### src/rtl/ascon_ctrl_fsm_if.sv
// ---------------------------------------------------------------------------
// ascon_ctrl_fsm_if
// Control bus between an ASCON encryption control FSM and the party that
// requests encryptions and drives the datapath.
//   start_i          request a new encryption
//   data_valid_i     AD/plaintext block present on the datapath data bus
//   data_ready_o     FSM is waiting for the next data block
//   select_o         1 = permutation input from external initial state
//   enable_o         state-register load enable
//   xor_data_begin_o / xor_key_begin_o   pre-round XOR of data / key
//   xor_key_end_o / xor_ext_end_o        post-round XOR of key / domain bit
//   round_o          round constant index
//   cipher_valid_o   ciphertext word valid this cycle
//   tag_valid_o      tag valid in state register this cycle
//   done_o           encryption complete
// Signal suffixes are given from the FSM's point of view.
// ---------------------------------------------------------------------------
interface ascon_ctrl_fsm_if;
  logic       start_i;
  logic       data_valid_i;
  logic       data_ready_o;
  logic       select_o;
  logic       enable_o;
  logic       xor_data_begin_o;
  logic       xor_key_begin_o;
  logic       xor_key_end_o;
  logic       xor_ext_end_o;
  logic [3:0] round_o;
  logic       cipher_valid_o;
  logic       tag_valid_o;
  logic       done_o;

  // Requester / datapath side
  modport master (
    output start_i, data_valid_i,
    input  data_ready_o, select_o, enable_o, xor_data_begin_o,
           xor_key_begin_o, xor_key_end_o, xor_ext_end_o, round_o,
           cipher_valid_o, tag_valid_o, done_o
  );

  // Control FSM side
  modport slave (
    input  start_i, data_valid_i,
    output data_ready_o, select_o, enable_o, xor_data_begin_o,
           xor_key_begin_o, xor_key_end_o, xor_ext_end_o, round_o,
           cipher_valid_o, tag_valid_o, done_o
  );
endinterface

### src/rtl/ascon_ctrl_fsm.sv
// ---------------------------------------------------------------------------
// ascon_ctrl_fsm
// Sequencing FSM for an ASCON-128 style encryption: 12-round initialisation,
// one associated-data block (6 rounds), NB_PT-1 plaintext blocks (6 rounds
// each) and a final block with 12-round finalisation producing the tag.
// Ports:
//   clock_i  system clock, rising edge
//   reset_i  asynchronous active-high reset
//   bus      ascon_ctrl_fsm_if.slave (start/data handshake and datapath
//            control strobes, see the interface file)
// All outputs are Moore-decoded from the registered state, round counter
// rc and block counter bc.
// ---------------------------------------------------------------------------
module ascon_ctrl_fsm #(
  parameter int NB_PT = 4
) (
  input  logic                  clock_i,
  input  logic                  reset_i,
  ascon_ctrl_fsm_if.slave       bus
);

  typedef enum logic [3:0] {
    S_IDLE,
    S_INIT,
    S_WAIT_AD,
    S_AD,
    S_WAIT_PT,
    S_PT,
    S_WAIT_FIN,
    S_FIN,
    S_DONE
  } state_t;

  localparam logic [3:0] RC_LAST  = 4'd11;
  localparam logic [3:0] RC_HALF  = 4'd6;
  localparam logic [3:0] BC_FINAL = 4'(NB_PT - 1);

  state_t     state_q, state_d;
  logic [3:0] rc_q, rc_d;
  logic [3:0] bc_q, bc_d;

  logic       data_ready, sel, en, xdb, xkb, xke, xee, cv, tag, done;
  logic [3:0] round;

  always_ff @(posedge clock_i or posedge reset_i) begin
    if (reset_i) begin
      state_q <= S_IDLE;
      rc_q    <= 4'd0;
      bc_q    <= 4'd0;
    end else begin
      state_q <= state_d;
      rc_q    <= rc_d;
      bc_q    <= bc_d;
    end
  end

  always_comb begin
    state_d    = state_q;
    rc_d       = rc_q;
    bc_d       = bc_q;
    data_ready = 1'b0;
    sel        = 1'b0;
    en         = 1'b0;
    xdb        = 1'b0;
    xkb        = 1'b0;
    xke        = 1'b0;
    xee        = 1'b0;
    cv         = 1'b0;
    tag        = 1'b0;
    done       = 1'b0;
    round      = 4'd0;

    case (state_q)
      S_IDLE: begin
        if (bus.start_i) begin
          state_d = S_INIT;
          rc_d    = 4'd0;
          bc_d    = 4'd0;
        end
      end

      S_INIT: begin
        en    = 1'b1;
        round = rc_q;
        sel   = (rc_q == 4'd0);
        xke   = (rc_q == RC_LAST);
        if (rc_q == RC_LAST) begin
          state_d = S_WAIT_AD;
          rc_d    = 4'd0;
        end else begin
          rc_d = rc_q + 4'd1;
        end
      end

      S_WAIT_AD: begin
        data_ready = 1'b1;
        if (bus.data_valid_i) begin
          state_d = S_AD;
          rc_d    = RC_HALF;
        end
      end

      S_AD: begin
        en    = 1'b1;
        round = rc_q;
        xdb   = (rc_q == RC_HALF);
        xee   = (rc_q == RC_LAST);
        if (rc_q == RC_LAST) begin
          state_d = S_WAIT_PT;
          rc_d    = 4'd0;
        end else begin
          rc_d = rc_q + 4'd1;
        end
      end

      S_WAIT_PT: begin
        data_ready = 1'b1;
        if (bus.data_valid_i) begin
          state_d = S_PT;
          rc_d    = RC_HALF;
        end
      end

      S_PT: begin
        en    = 1'b1;
        round = rc_q;
        xdb   = (rc_q == RC_HALF);
        cv    = (rc_q == RC_HALF);
        if (rc_q == RC_LAST) begin
          // Last non-final plaintext block hands over to finalisation.
          bc_d    = bc_q + 4'd1;
          rc_d    = 4'd0;
          state_d = ((bc_q + 4'd1) == BC_FINAL) ? S_WAIT_FIN : S_WAIT_PT;
        end else begin
          rc_d = rc_q + 4'd1;
        end
      end

      S_WAIT_FIN: begin
        data_ready = 1'b1;
        if (bus.data_valid_i) begin
          state_d = S_FIN;
          rc_d    = 4'd0;
        end
      end

      S_FIN: begin
        en    = 1'b1;
        round = rc_q;
        xdb   = (rc_q == 4'd0);
        xkb   = (rc_q == 4'd0);
        cv    = (rc_q == 4'd0);
        xke   = (rc_q == RC_LAST);
        if (rc_q == RC_LAST) begin
          state_d = S_DONE;
          rc_d    = 4'd0;
        end else begin
          rc_d = rc_q + 4'd1;
        end
      end

      S_DONE: begin
        done = 1'b1;
        // rc doubles as a first-cycle marker while parked in DONE.
        tag  = (rc_q == 4'd0);
        if (bus.start_i) begin
          state_d = S_INIT;
          rc_d    = 4'd0;
          bc_d    = 4'd0;
        end else begin
          rc_d = 4'd1;
        end
      end

      default: begin
        state_d = S_IDLE;
        rc_d    = 4'd0;
        bc_d    = 4'd0;
      end
    endcase
  end

  assign bus.data_ready_o     = data_ready;
  assign bus.select_o         = sel;
  assign bus.enable_o         = en;
  assign bus.xor_data_begin_o = xdb;
  assign bus.xor_key_begin_o  = xkb;
  assign bus.xor_key_end_o    = xke;
  assign bus.xor_ext_end_o    = xee;
  assign bus.round_o          = round;
  assign bus.cipher_valid_o   = cv;
  assign bus.tag_valid_o      = tag;
  assign bus.done_o           = done;

endmodule

### src/flat_wrapper.sv
// flat-port wrapper written by rule: the top's interface ports become plain ports
module ascon_ctrl_fsm_flat 
#(
  parameter int NB_PT = 4
)
  (clock_i, reset_i, bus_start_i, bus_data_valid_i, bus_data_ready_o, bus_select_o, bus_enable_o, bus_xor_data_begin_o, bus_xor_key_begin_o, bus_xor_key_end_o, bus_xor_ext_end_o, bus_round_o, bus_cipher_valid_o, bus_tag_valid_o, bus_done_o);
  ascon_ctrl_fsm_if bus_i ();
  input  logic clock_i;
  input  logic reset_i;
  input wire logic [$bits(bus_i.start_i)-1:0] bus_start_i;
  input wire logic [$bits(bus_i.data_valid_i)-1:0] bus_data_valid_i;
  output wire logic [$bits(bus_i.data_ready_o)-1:0] bus_data_ready_o;
  output wire logic [$bits(bus_i.select_o)-1:0] bus_select_o;
  output wire logic [$bits(bus_i.enable_o)-1:0] bus_enable_o;
  output wire logic [$bits(bus_i.xor_data_begin_o)-1:0] bus_xor_data_begin_o;
  output wire logic [$bits(bus_i.xor_key_begin_o)-1:0] bus_xor_key_begin_o;
  output wire logic [$bits(bus_i.xor_key_end_o)-1:0] bus_xor_key_end_o;
  output wire logic [$bits(bus_i.xor_ext_end_o)-1:0] bus_xor_ext_end_o;
  output wire logic [$bits(bus_i.round_o)-1:0] bus_round_o;
  output wire logic [$bits(bus_i.cipher_valid_o)-1:0] bus_cipher_valid_o;
  output wire logic [$bits(bus_i.tag_valid_o)-1:0] bus_tag_valid_o;
  output wire logic [$bits(bus_i.done_o)-1:0] bus_done_o;
  assign bus_i.start_i = bus_start_i;
  assign bus_i.data_valid_i = bus_data_valid_i;
  assign bus_data_ready_o = bus_i.data_ready_o;
  assign bus_select_o = bus_i.select_o;
  assign bus_enable_o = bus_i.enable_o;
  assign bus_xor_data_begin_o = bus_i.xor_data_begin_o;
  assign bus_xor_key_begin_o = bus_i.xor_key_begin_o;
  assign bus_xor_key_end_o = bus_i.xor_key_end_o;
  assign bus_xor_ext_end_o = bus_i.xor_ext_end_o;
  assign bus_round_o = bus_i.round_o;
  assign bus_cipher_valid_o = bus_i.cipher_valid_o;
  assign bus_tag_valid_o = bus_i.tag_valid_o;
  assign bus_done_o = bus_i.done_o;
  ascon_ctrl_fsm #(.NB_PT(NB_PT)) u_core (.clock_i(clock_i), .reset_i(reset_i), .bus(bus_i));
endmodule
### config.mk
export PLATFORM = sky130hd
export DESIGN_NAME = ascon_ctrl_fsm_flat
export DESIGN_NICKNAME = d
export VERILOG_FILES = /design/src/rtl/ascon_ctrl_fsm_if.sv /design/src/rtl/ascon_ctrl_fsm.sv /design/src/flat_wrapper.sv
export SDC_FILE = /design/constraint.sdc
export NUM_CORES = 1
export LEC_CHECK = 0
export CAP_MARGIN = 40
export CORE_MARGIN = 8
export CORE_UTILIZATION = 45
export DETAILED_ROUTE_END_ITERATION = 8
export HOLD_SLACK_MARGIN = 0.02
export PLACE_DENSITY = 0.8
export SLEW_MARGIN = 20
export SYNTH_ARGS = -nofsm -noshare
export SYNTH_HDL_FRONTEND = slang
export SYNTH_SLANG_ARGS = --single-unit
### constraint.sdc
create_clock -name clock_i -period 3.45 [get_ports clock_i]
set_input_delay 0.69 -clock clock_i [delete_from_list [all_inputs] [get_ports clock_i]]
set_output_delay 0.69 -clock clock_i [all_outputs]
set_load 0.02 [all_outputs]
## Yosys cells after proc, flatten, opt, wreduce, memory -nomap -nowiden

Index checks and enable logic that the tools add are counted.

| word-level totals | value |
|---|---|
| register bits after elaboration | 12 |
| latch bits | 0 |
| RAM bits | 0 |
| bits in read-only memories | 0 |
| bits of input ports | 4 |
| output and inout port bits | 14 |
| word-level logic and storage cells | 68 |
| memories | 0 |

| cells by class | value |
|---|---|
| $add $sub $neg | 2 |
| multiply operators | 0 |
| div/mod/pow operators | 0 |
| order comparisons | 0 |
| equal/unequal tests | 21 |
| shifts and indexed selects | 0 |
| multiplexer cells | 29 |
| bitwise operators | 1 |
| reductions and logical operators | 12 |

Operators with widths:

| kind | count |
|---|---|
| 4-bit 2-to-1 mux | 14 |
| 4-bit case mux with 8 select lines | 1 |
| 4-bit by 3-bit equality test with 1-bit output (second input constant) | 5 |
| 4-bit case mux with 5 select lines | 1 |
| 4-bit by 2-bit equality test with 1-bit output (second input constant) | 3 |
| 2-bit by 1-bit inequality test with 1-bit output (second input constant) | 6 |
| 4-bit case mux with 3 select lines | 1 |
| 1-bit 2-to-1 mux | 9 |
| 4-bit by 1-bit adder with 4-bit output (second input constant) | 2 |
| 4-bit equality test (second input constant) | 2 |
| 4-bit zero test | 2 |
| 2-bit inequality test (second input constant) | 4 |
| 8-bit AND reduction | 1 |
| 2-bit OR reduction | 4 |
| 3-bit AND reduction | 2 |
| 6-bit OR reduction | 1 |
| 4-bit by 1-bit equality test with 1-bit output (second input constant) | 1 |
| 1-bit case mux with 2 select lines | 2 |
| 4-bit OR reduction | 1 |
| 3-bit OR reduction | 1 |
| 2-bit 2-to-1 mux | 1 |
| 1-bit NOT | 1 |

## Logic depth before layout (Yosys ltp)

| logic depth | value |
|---|---|
| word-level depth | 5 |
| depth in mapped cells | 6 |
| gate-level depth less buffers | 6 |

## Least setup slack after synthesis

OpenSTA, ideal clock, no wires.

| timing path | value |
|---|---|
| path kind | reg2out |
| start point | register u_core.rc_q[0] |
| end point | output bus_xor_ext_end_o |
| data arrival time | 1508 ps |
| data required time | 2760 ps |
| path slack | 1252 ps |
| stages on the path, launching flop included | 4 |
| path through | dfrtp_1 > ha_1 > nand3b_1 > nor4b_1 |

| between the ends | value |
|---|---|
| longest elaborated chain between the ends | 2 |

RTL lines:

| what | RTL line | source |
|---|---|---|
| start, declared | ascon_ctrl_fsm.sv:39 | `logic [3:0] rc_q, rc_d;` |
| start signal, assigned | ascon_ctrl_fsm.sv:52 | `rc_q <= rc_d;` |
| 4-bit equality test | ascon_ctrl_fsm.sv:107 | `xee = (rc_q == RC_LAST);` |
| 1-bit 2-to-1 mux | ascon_ctrl_fsm.sv:73 | `case (state_q)` |
| end, declared | flat_wrapper.sv:18 | `output wire logic [$bits(bus_i.xor_ext_end_o)-1:0] bus_xor_ext_end_o;` |

No other way between the ends.

## Worst setup path in the final report

| timing path | value |
|---|---|
| start point | register u_core.state_q[0] |
| end point | output bus_xor_key_begin_o |

| between the ends | value |
|---|---|
| longest elaborated chain between the ends | 2 |

RTL lines:

| what | RTL line | source |
|---|---|---|
| start, declared | ascon_ctrl_fsm.sv:38 | `state_t state_q, state_d;` |
| start signal, assigned | ascon_ctrl_fsm.sv:51 | `state_q <= state_d;` |
| 4-bit by 3-bit equality test with 1-bit output | ascon_ctrl_fsm.sv:73 |  |
| 1-bit 2-to-1 mux | ascon_ctrl_fsm.sv:73 |  |
| end, declared | flat_wrapper.sv:16 | `output wire logic [$bits(bus_i.xor_key_begin_o)-1:0] bus_xor_key_begin_o;` |

No other way between the ends.

==> results.sh <==
export IMPL_die_area_sq_mm=0.00392
export IMPL_areaGrowthSynthToFinish_pct=21.0
export IMPL_final_cell_mix="17 x clkdlybuf4s50_1, 14 x nor2_1, 12 x dfrtp_1, 9 x inv_1, 9 x nand2_1"
export IMPL_grt_pass1_vias=905
export IMPL_cts_tree="built"
export IMPL_antenna_found_initial=0
export IMPL_cpPeakStageDelay_ps=630
export IMPL_layout_commonest_cell="clkdlybuf4s50_1"
export IMPL_timing_setup_tns_ps=0
export IMPL_synth_area_leaders="dfrtp_1 31%, ha_1 6.4%, nor2_1 5.4%"
export IMPL_maxCapViolations=0
export IMPL_p_per_area_mw_per_mm2=845
export IMPL_drt_pass1_iter_count=4
export IMPL_numCtsBuffers=3
export IMPL_relSlewSlack=0.670
export IMPL_totalWireLength_mm=2.28
export IMPL_core_sq_mm=0.00213
export IMPL_portBuffers=17
export IMPL_overflow=0
export IMPL_synth_top_area_share=0.307
export IMPL_dpl_hpwl_mm=1.75
export IMPL_crit_path_frequent_cell="nor2_1"
export IMPL_initial_core_util=0.460
export IMPL_viasPerCell=5.75
export IMPL_cts_htree_levels=1
export IMPL_cts_sinks=12
export IMPL_drv_slew=0
export IMPL_vdd_drop_max_mv=0.489
export IMPL_total_power_mw=1.00
export IMPL_yosysSeqAreaShare=0.307
export IMPL_synth_nets=125
export IMPL_ys_ff_latch=12
export IMPL_wl_per_cell_microns=14.4
export IMPL_gp_congestion=0.852
export IMPL_clk_latency_ps=280
export IMPL_synthArstFlopShare=1.00
export IMPL_status="finished, final reports clean"
export IMPL_drive_gt1_frac=0.0840
export IMPL_clockRootBuffer="clkbuf_4"
export IMPL_num_antenna_cells=0
export IMPL_fp_row_count=17
export IMPL_post_route_period_util=0.879
export IMPL_boundaryPins=18
export IMPL_crit_fanout=13
export IMPL_finalHoldViolations=0
export IMPL_path_clk_slew_ps=80
export IMPL_fin_util=0.556
export IMPL_crit_type="flop to output pin"
export IMPL_synth_cell_area_sq_um=978
export IMPL_ys_flop_type="dfrtp_1"
export IMPL_setup_viol=0
export IMPL_syn_inst=116
export IMPL_grt_usage=0.119
export IMPL_synthDistinctLibCells=45
export IMPL_dieWidth_microns=62.6
export IMPL_dp_cells=155
export IMPL_fmax_mhz=330
export IMPL_end_kind="output pin"
export IMPL_clock_skew_ps=4.32
export IMPL_holdCritPathClass="flop to flop"
export IMPL_cp_required_ps=2760
export IMPL_ant_nets=0
export IMPL_ctsLongestPathBuffers=2
export IMPL_power_leakage_nw=0.455
export IMPL_synth_edff_count=0
export IMPL_die_y_microns=62.6
export IMPL_grt_max_degree=17
export IMPL_crit_chain="nand2b_1 -> nor2_1 -> nand2_1 -> nor2_1 -> clkdlybuf4s50_1"
export IMPL_layout_min_cycle_time_ps=3030
export IMPL_route_detailed_drc=0
export IMPL_worstPathArrival_ps=2340
export IMPL_slowest_stage="dfrtp_1"
export IMPL_synth_top_cell_by_area="dfrtp_1"
export IMPL_post_cts_buffers=0
export IMPL_grt_pass1_wl_mm=3.94
export IMPL_finalNonFillerCells=159
export IMPL_avgSynthCellArea_sq_um=8.43
export IMPL_critPathLaunchType="flop"
export IMPL_whs_ps=530
export IMPL_vias=914
export IMPL_grt_setup_unrepaired="false"
export IMPL_nets=141
export IMPL_cts_resized=0
export IMPL_tightest_slew_ps=491
export IMPL_ys_warnings_count=0
export IMPL_drtIter0Drc=17
export IMPL_postCtsHoldBufs=0
-- power breakdown --
group          switching, mW  internal, mW  leakage (nW)
combinational          0.323         0.255         0.283
sequential             0.117         0.193         0.151
clock                 0.0488        0.0642        0.0210
total                  0.489         0.512         0.455
-- layer usage --
metal  share of wire  routed length (microns)  GRT usage
met3           0.064                      147     0.0448
met2            0.48                     1090      0.198
met5               0                        0          0
met1            0.44                     1000      0.133
met4           0.019                       44     0.0513
-- synthesized netlist by cell type (2+ instances only) --
master,n
nand3_1,4
dfrtp_1,12
xnor2_1,2
nor2_1,14
nand2_1,9
a31oi_1,3
inv_1,9
nor4_1,2
ha_1,5
buf_2,2
o21ai_1,3
o21ai_0,3
nor3_1,6
a21oi_1,7
nand3b_1,3
clkbuf_1,2
nor3b_2,2
-- state kept, by name, indices dropped and copies added (netlist names) --
| register | count |
|---|---|
| u_core.rc_q | 4 |
| u_core.state_q | 4 |
| u_core.bc_q | 4 |
-- area by class of cell --
cell class	instances	area, sq um
fillers	193	943
well taps	28	35.0
repair buffers	17	170
multi-input cells	88	604
clock buffers	4	36.3
inverters	10	37.5
flip-flops and latches	12	300
-- cell families after synthesis --
| kind of cell | Yosys count | synth area share |
|---|---|---|
| and+or+nand+nor | 52 | 0.309 |
| AOI/OAI and AO/OA | 27 | 0.202 |
| buffers and inverters | 16 | 0.0754 |
| DFF | 12 | 0.307 |
| adders and majority gates | 5 | 0.0639 |
| xor gates and xnor gates | 3 | 0.0269 |
| muxes | 1 | 0.0153 |
-- critical path, delay by kind of cell, from the launching register on --
family                 cells  cell delay [ps]
and+or+nand+nor            4              800
DFF                        1              630
buffers and inverters      1              620
-- worst paths after layout --
| path | from | endpoint | slack [ps] | cells past startpoint |
|---|---|---|---|---|
| worst max-delay path | u_core.state_q[0] | bus_xor_key_begin_o | 420 | 5 |
| worst min-delay path | u_core.bc_q[2] | u_core.bc_q[2] | 530 | 1 |
| worst max register to register | u_core.state_q[2] | u_core.bc_q[1] | 1470 | 4 |
| worst min register to register | u_core.bc_q[2] | u_core.bc_q[2] | 530 | 1 |
| max in group asynchronous | reset_i | u_core.rc_q[2] | 2420 | 2 |
| min in group asynchronous | reset_i | u_core.bc_q[1] | 710 | 2 |
-- per-stage QoR --
stage	setup WS, ps	instance area, sq um
final	419	1180
after global routing	244	1180
after CTS	410	1180
after detailed placement	728	1150
after global placement	843	1150
after floorplan	1250	978
No activity file was read; power rests on OpenSTA's default activity.
